`config.mk`:
```
export PLATFORM = sky130hd
export DESIGN_NAME = vm1_trap_arb
export DESIGN_NICKNAME = d
export VERILOG_FILES = /design/src/rtl/vm1_trap_arb.sv
export SDC_FILE = /design/constraint.sdc
export NUM_CORES = 1
export LEC_CHECK = 0
export BUFFER_PORTS_ARGS = -buffer_cell sky130_fd_sc_hd__buf_2
export CAP_MARGIN = 20
export CORE_MARGIN = 5
export CORE_UTILIZATION = 42
export CTS_CLUSTER_SIZE = 20
export DETAILED_ROUTE_END_ITERATION = 12
export PLACE_DENSITY_LB_ADDON = 0.08
export SETUP_SLACK_MARGIN = 0.2
export SYNTH_ARGS = -nofsm -noshare
export SYNTH_HDL_FRONTEND = slang
export SYNTH_SLANG_ARGS = --single-unit
```
`constraint.sdc`:
```
create_clock -name clk -period 1.4 [get_ports clk]
set_input_delay 0.21 -clock clk [delete_from_list [all_inputs] [get_ports clk]]
set_output_delay 0.21 -clock clk [all_outputs]
set_load 0.01 [all_outputs]
```
`src/rtl/vm1_trap_arb.sv`:
```
// Trap/interrupt arbiter for the 1801VM1 core: latches trap causes and hands the winning vector
// to the microsequencer over req/ack/done. Define VM1_TRAP_ARB_VIRQ_EN for device-supplied IRQ vectors.
module vm1_trap_arb #(
  parameter logic [7:0] IRQ_VEC  = 8'o100,
  parameter logic [7:0] BERR_VEC = 8'o004
) (
  input  logic       clk,
  input  logic       reset,
  input  logic       berr,
  input  logic       op_stb,
  input  logic       op_unused,
  input  logic       op_bpt,
  input  logic       op_iot,
  input  logic       op_emt,
  input  logic       op_trap,
  input  logic       op_rtt,
  input  logic       psw_t,
  input  logic       psw_pri,
  input  logic       irq,
  input  logic [7:0] irq_vec,
  input  logic       insn_end,
  input  logic       trap_ack,
  input  logic       trap_done,
  output logic       trap_req,
  output logic [7:0] trap_vec,
  output logic       irq_iack,
  output logic       busy,
  output logic       dbl_err
);

  localparam logic [1:0] StIdle = 2'd0;
  localparam logic [1:0] StReq  = 2'd1;
  localparam logic [1:0] StSvc  = 2'd2;

  localparam logic [2:0] CauseBerr   = 3'd0;
  localparam logic [2:0] CauseUnused = 3'd1;
  localparam logic [2:0] CauseBpt    = 3'd2;
  localparam logic [2:0] CauseIot    = 3'd3;
  localparam logic [2:0] CauseEmt    = 3'd4;
  localparam logic [2:0] CauseTrap   = 3'd5;
  localparam logic [2:0] CauseTbit   = 3'd6;
  localparam logic [2:0] CauseIrq    = 3'd7;

  localparam logic [7:0] VecUnused = 8'o010;
  localparam logic [7:0] VecBpt    = 8'o014;
  localparam logic [7:0] VecIot    = 8'o020;
  localparam logic [7:0] VecEmt    = 8'o030;
  localparam logic [7:0] VecTrap   = 8'o034;
  localparam logic [7:0] VecTbit   = 8'o014;

  logic [1:0] state_q, state_d;
  logic       p_berr_q, p_berr_d;
  logic       p_unused_q, p_unused_d;
  logic [3:0] p_ins_q, p_ins_d;  // {bpt, iot, emt, trap}
  logic       t_armed_q, t_armed_d;
  logic       trap_req_q, trap_req_d;
  logic [7:0] trap_vec_q, trap_vec_d;
  logic [2:0] served_q, served_d;
  logic       dbl_err_q, dbl_err_d;

  logic       irq_ok;
  logic       any_cause;
  logic [2:0] sel_cause;
  logic [7:0] sel_vec;
  logic [7:0] irq_vec_sel;
  logic       ack_fire;

`ifdef VM1_TRAP_ARB_VIRQ_EN
  assign irq_vec_sel = irq_vec;
`else
  logic unused_irq_vec;
  assign unused_irq_vec = ^irq_vec;
  assign irq_vec_sel    = IRQ_VEC;
`endif

  // IRQ is a level, never latched: it only counts while present and unmasked.
  assign irq_ok    = irq & ~psw_pri;
  assign any_cause = p_berr_q | p_unused_q | (|p_ins_q) | t_armed_q | irq_ok;

  always_comb begin
    sel_cause = CauseIrq;
    sel_vec   = irq_vec_sel;
    if (p_berr_q) begin
      sel_cause = CauseBerr;
      sel_vec   = BERR_VEC;
    end else if (p_unused_q) begin
      sel_cause = CauseUnused;
      sel_vec   = VecUnused;
    end else if (p_ins_q[3]) begin
      sel_cause = CauseBpt;
      sel_vec   = VecBpt;
    end else if (p_ins_q[2]) begin
      sel_cause = CauseIot;
      sel_vec   = VecIot;
    end else if (p_ins_q[1]) begin
      sel_cause = CauseEmt;
      sel_vec   = VecEmt;
    end else if (p_ins_q[0]) begin
      sel_cause = CauseTrap;
      sel_vec   = VecTrap;
    end else if (t_armed_q) begin
      sel_cause = CauseTbit;
      sel_vec   = VecTbit;
    end
  end

  always_comb begin
    state_d    = state_q;
    trap_req_d = trap_req_q;
    trap_vec_d = trap_vec_q;
    served_d   = served_q;
    ack_fire   = 1'b0;
    case (state_q)
      StIdle: begin
        if (insn_end && any_cause) begin
          state_d    = StReq;
          trap_req_d = 1'b1;
          trap_vec_d = sel_vec;
          served_d   = sel_cause;
        end
      end
      StReq: begin
        // Request is frozen until acked, even if a higher-priority cause arrives meanwhile.
        if (trap_ack) begin
          ack_fire   = 1'b1;
          trap_req_d = 1'b0;
          state_d    = StSvc;
        end
      end
      StSvc: begin
        if (trap_done) begin
          if (any_cause) begin
            state_d    = StReq;
            trap_req_d = 1'b1;
            trap_vec_d = sel_vec;
            served_d   = sel_cause;
          end else begin
            state_d = StIdle;
          end
        end
      end
      default: begin
        state_d    = StIdle;
        trap_req_d = 1'b0;
      end
    endcase
  end

  always_comb begin
    p_berr_d   = p_berr_q;
    p_unused_d = p_unused_q;
    p_ins_d    = p_ins_q;
    t_armed_d  = t_armed_q;
    dbl_err_d  = dbl_err_q;
    if (ack_fire) begin
      case (served_q)
        CauseBerr:   p_berr_d   = 1'b0;
        CauseUnused: p_unused_d = 1'b0;
        CauseBpt:    p_ins_d[3] = 1'b0;
        CauseIot:    p_ins_d[2] = 1'b0;
        CauseEmt:    p_ins_d[1] = 1'b0;
        CauseTrap:   p_ins_d[0] = 1'b0;
        default:     ;
      endcase
      t_armed_d = 1'b0;
    end
    // A fresh decode strobe describes the newest instruction and overrides any ack clear.
    if (op_stb) begin
      p_unused_d = op_unused;
      p_ins_d    = {op_bpt, op_iot, op_emt, op_trap};
      t_armed_d  = psw_t & ~op_rtt;
    end
    if (berr) begin
      if (state_q == StSvc) begin
        dbl_err_d = 1'b1;
      end else begin
        p_berr_d = 1'b1;
      end
    end
  end

  always_ff @(posedge clk or posedge reset) begin
    if (reset) begin
      state_q    <= StIdle;
      p_berr_q   <= 1'b0;
      p_unused_q <= 1'b0;
      p_ins_q    <= 4'b0;
      t_armed_q  <= 1'b0;
      trap_req_q <= 1'b0;
      trap_vec_q <= 8'b0;
      served_q   <= CauseBerr;
      dbl_err_q  <= 1'b0;
    end else begin
      state_q    <= state_d;
      p_berr_q   <= p_berr_d;
      p_unused_q <= p_unused_d;
      p_ins_q    <= p_ins_d;
      t_armed_q  <= t_armed_d;
      trap_req_q <= trap_req_d;
      trap_vec_q <= trap_vec_d;
      served_q   <= served_d;
      dbl_err_q  <= dbl_err_d;
    end
  end

  assign trap_req = trap_req_q;
  assign trap_vec = trap_vec_q;
  assign irq_iack = ack_fire && (served_q == CauseIrq);
  assign busy     = (state_q != StIdle);
  assign dbl_err  = dbl_err_q;

endmodule

```
== After elaboration in Yosys (flattened, before gate mapping) ==
Cells that the tools add are included.

* Eq/ne operators: 12
* Muxes and demuxes: 49
* Reduce and logical (&&, ||, !) cells: 22
* Bitwise logic cells: 8

{| class="wikitable"
|+ Operators with widths
! kind !! count
|-
| $mux W7 || 7
|-
| $mux W8 || 3
|-
| $mux W1 || 21
|-
| $mux W3 || 7
|-
| $pmux W8 S2 || 1
|-
| $reduce_bool A2 Y1 || 8
|-
| $reduce_and A2 Y1 || 6
|-
| $mux W2 || 5
|-
| $eq A3 B3 Y1 const B || 3
|-
| $mux W4 || 2
|-
| $ne A2 B2 Y1 const B || 4
|-
| $reduce_and A4 Y1 || 2
|-
| $eq A3 B2 Y1 const B || 2
|-
| $pmux W2 S3 || 1
|-
| $pmux W3 S2 || 1
|-
| $or A1 B1 Y1 || 4
|-
| $reduce_or A4 Y1 || 1
|-
| $eq A3 B1 Y1 const B || 1
|-
| $logic_not A3 Y1 || 1
|-
| $pmux W1 S3 || 1
|-
| $reduce_and A3 Y1 || 1
|-
| $and A1 B1 Y1 || 2
|-
| $eq A2 B1 Y1 const B || 1
|-
| $eq A2 B2 Y1 const B || 1
|-
| 3 further kinds || 5
|}

* Output and inout bits: 12
* Register bits after elaboration: 22
* Word-level logic and storage cells: 103

== Logic depth before layout (Yosys ltp) ==
* Depth after elaboration: 10
* Gate-level depth with buffers: 5
* Gate-level depth less buffers: 4

== Worst setup path before layout ==
No wires, ideal clock.

* Kind: register -> register
* Start: register p_ins_q[0]
* End: register state_q[0]
* Buffers on the path: 1
* Required time: 1281 ps
* Period minus slack after synthesis: 1428 ps
* Data arrival time: 1309 ps
* Path slack: -28 ps
* Stages on the path, launching flop included: 5
* Cell sequence: dfrtp_1 nor3_1 a311oi_4 buf_6 a21o_2

* Cells in the longest elaborated chain, start to end: 7
* Elaborated cells on any way between the ends: 10

{| class="wikitable"
|+ Ends and longest elaborated chain
! element !! RTL line !! text
|-
| start, declared || 54 || <nowiki>logic [3:0] p_ins_q, p_ins_d;</nowiki>
|-
| start signal, assigned || 197 || <nowiki>p_ins_q <= p_ins_d;</nowiki>
|-
| $reduce_or A4 Y1 * || 78 || <nowiki>assign any_cause = p_berr_q | p_unused_q | (|p_ins_q) | t_armed_q | irq_ok;</nowiki>
|-
| $or A1 B1 Y1 * (3 in series) || 78 ||
|-
| $mux W1 / $logic_and A1 B1 Y1 (equally long branches) || 132, 115 ||
|-
| $mux W2 / $ne A2 B2 Y1 (equally long branches) || - ||
|-
| $pmux W2 S3 / $reduce_and A3 Y1 (equally long branches) || - ||
|-
| end signal, assigned || 184 || <nowiki>state_q <= StIdle;</nowiki>
|-
| end signal, assigned || 194 || <nowiki>state_q <= state_d;</nowiki>
|-
| end, declared || 51 || <nowiki>logic [1:0] state_q, state_d;</nowiki>
|}

Mark *: on every way between the ends. The rest lies on a longest branch, timed or not. The select of a mux whose other input is x is not followed.
A chain may end at the register's enable or synchronous reset.

== Worst setup path in the final report ==
* Start: register state_q[1]
* End: register trap_vec_q[4] (netlist: trap_vec[4])

* Cells in the longest elaborated chain, start to end: 3
* Elaborated cells on any way between the ends: 8

{| class="wikitable"
|+ Ends and longest elaborated chain
! element !! RTL line !! text
|-
| $eq A2 B2 Y1 / $logic_not A2 Y1 (equally long branches) || 113 || <nowiki>case (state_q)</nowiki>
|-
| $ne A2 B2 Y1 (no source line) / $reduce_bool A2 Y1 (equally long branches) || - ||
|-
| $reduce_and A4 Y1 (no source line) || - ||
|-
| end signal, assigned || 200 || <nowiki>trap_vec_q <= trap_vec_d;</nowiki>
|-
| end, declared || 57 || <nowiki>logic [7:0] trap_vec_q, trap_vec_d;</nowiki>
|}

Several ways; a longest one is shown, not always the timed one.

==> results.yml <==
worst_hold_path:
  hold_class: "in -> reg"
  worstHoldStart: "op_trap"
  hold-path-cell-count: 3
  whs_endpoint: "p_ins_q[0]"
critical_path:
  path_delay_family: "multiplexers"
  path_class: "reg -> reg"
  ff2ff_path_depth: 5
  start_kind: "flip-flop"
  crit_path_top_delay_cell: "dfrtp_1"
  rr_endpoint: "trap_vec[4]"
  critPathBufInv: 2
  r2r_setup_slack_ns: -0.16
  cp_cell_sequence: "buf_4, mux2i_4, a311oi_4, buf_6, mux2_4"
  crit_path_max_incr_delay_ns: 0.41
  endpoint_kind: "flip-flop"
  cp.required_ns: 1.59
  regToRegStartpoint: "state_q[1]"
  path_max_fanout: 5
  cp_data_arrival_time_ns: 1.75
sta:
  worst_slack_ns: -0.160
  hold_viol: 0
  rsz0062_at_grt: "true"
  slew_violations: 0
  clock_skew_ns: 0.00450
  fmax_ghz: 0.641
  fin_crit_sh: 1.11
  final-setup-viol-count: 14
  fin_crit_ns: 1.56
clock_tree:
  cts_root_buf: "clkbuf_4"
  clkLatencyLatePin_ns: 0.29
  cts_htree_levels: 1
  cts.path.max_buffers: 2
  path_clk_slew_ns: 0.11
  clock_sinks: 18
  cts_made_buffers: 3
  tritoncts: "done"
yosys:
  synth_edf_count: 0
  synth_xor_area_frac: 0
  yosys.area_share.adder: 0
  syn-cell-area_sq_um: 930
  ys_warn_count: 0
  async_reset_ff_frac: 1.00
  yosys.area.top_type_share: 0.485
  yosysSeqAreaShare: 0.485
  ys_seq_elements: 18
  synth_area_leaders: "dfrtp_1 48%, o21ai_0 10%, inv_1 3.6%"
  synth_compound_area_frac: 0.218
  synthSimpleGateAreaFrac: 0.174
  synth_cell_type_count: 29
  synth_ff_type: "dfrtp_1"
  synth_area_leader_cell: "dfrtp_1"
  syn_inst: 96
  synthMuxAreaShare: 0.0350
  synthMostInstantiatedCell: "o21ai_0"
  synth.avg_cell_area_sq_um: 9.68
  synth_top_family_by_area: "compound AO/OA/AOI/OAI gates"
  synth_common_cells: "19 x o21ai_0, 18 x dfrtp_1, 9 x inv_1, 9 x nand2_1, 5 x nor2_1"
grt:
  grt_first_pass_wirelength_microns: 3880
  grt_max_degree: 13
  antenna_found_initial: 0
  overflow: 0
  grt_pass1_vias: 871
  track_usage: 0.153
placed_design:
  io_buffers: 23
  dp.cells: 159
  hpwlAfterDp_microns: 1610
  placed_area_sq_um: 1170
  routabilityCongestion: 0.834
floorplan:
  io_pins: 36
  die_h_microns: 57.0
  die_w_microns: 57.0
  rows: 17
  start_util: 0.428
  core_sq_um: 2170
  die_area_sq_um: 3250
final_layout:
  final_area_sq_um: 1460
  drive_gt1_frac: 0.530
  nets: 174
  num_antenna_cells: 0
  regArea_sq_um: 452
  n_fill_cell: 190
  fin_cells: 177
  syn2layout_area_growth_pct: 56.9
  multi_input_area_sq_um: 542
pwr:
  ir_drop_mv: 1.03
  leakagePower_uw: 0.000677
  powerDensity_nw_per_um2: 1700
drt:
  drt_iter0_markers: 24
  wl_microns: 2800
  dr_total_vias: 927
  routedWlPerCell_microns: 15.8
  first_pass_iters: 5
  drc_errors: 0
  avgViaCountPerCell: 5.24
  antenna_left: 0
status:
  violations: "negative setup slack"
  status: "finished, violations left"
run:
  maxCapViolCount: 0
-- worst reg2reg max path: stages (launching register included) --
cell and delay (ns):
dfrtp_1 0.41, buf_4 0.15, mux2i_4 0.21, a311oi_4 0.22, buf_6 0.17, mux2_4 0.30
-- metal layers --
| layer | global-route usage | part of all wire | vias to the layer above |
|---|---|---|---|
| met5 | 0 | 0 | - |
| met4 | 0.0629 | 0.012 | 0 |
| met3 | 0.0226 | 0.051 | 4 |
| met2 | 0.261 | 0.55 | 44 |
| met1 | 0.192 | 0.39 | 440 |
| li1 | - | - | 439 |
-- where the power goes --
group	internal, uW	switching (uW)	total, uW	leakage [uW]
combinational	714	605	1320	0.000436
clock	158	170	328	0.0000210
sequential	668	160	828	0.000220
total	1540	935	2480	0.000677
-- placed cells by master, fill, tap and decap left out, types with 2 or more instances in the layout --
cell type	netlist	final
nand2_1	9	8
o31ai_4	0	2
a21o_2	2	2
o21ai_2	0	6
buf_4	4	20
buf_6	1	8
buf_2	0	22
a311oi_4	1	2
clkbuf_4	0	3
a21oi_1	2	2
o21ai_0	19	7
conb_1	1	4
nand3b_1	2	2
or2_4	0	2
dfrtp_1	18	17
o21ai_1	0	6
inv_1	9	9
nor2_1	5	5
mux2_4	0	2
-- worst max-delay path by stage --
stage               cells past startpoint           to  startpoint  slack [ns]
floorplan                               4   state_q[0]  p_ins_q[2]        0.02
global placement                        5  served_q[1]    p_berr_q       -0.14
detailed placement                      5  served_q[1]    p_berr_q       -0.11
CTS                                     4     irq_iack  state_q[1]       -0.14
global route                            4     irq_iack  state_q[1]       -0.20
finish                                  5  trap_vec[4]  state_q[1]       -0.16
-- sequential cells by signal, indices dropped and copies added (netlist names) --
name	flops
p_ins_q	4
trap_vec	4
served_q	3
state_q	2
dbl_err	1
p_berr_q	1
p_unused_q	1
t_armed_q	1
trap_req	1
-- final cells by class --
cell class	count	area share
multi-input combinational	67	0.371
clock buffer	4	0.0249
timing repair buffer	51	0.247
inverter	9	0.0232
sequential	18	0.310
tap	28	0.0240
-- cells by family after synthesis --
logic type,count (synthesis)
multiplexers,3
buffers and inverters,15
AND/OR/NAND/NOR,29
flip-flops,18
other,1
AO/OA/AOI/OAI,30
-- per-stage QoR --
step                      TNS [ns]  setup WS [ns]  hold slack, ns  power, uW   util
final                        -1.11         -0.160           0.117       2480  0.672
after global routing         -1.75         -0.202           0.123       2600  0.672
after CTS                   -0.858         -0.141           0.109       2260  0.632
after detailed placement    -0.735         -0.107           0.198       1580  0.538
after global placement      -0.791         -0.137           0.196       1560  0.538
after floorplan                  0         0.0154           0.149       1260      -
-- what timing repair did --
item | in CTS | in global routing
hold endpoints to repair | 9 | 0
buffers inserted | 7 | 5
gates cloned | 1 | 0
pin swaps | 10 | 9
resized for setup | 32 | 10
endpoints found under the setup margin | 17 | 18
hold buffers | 1 | 0
Note: power is estimated with default switching activity, not from simulation.
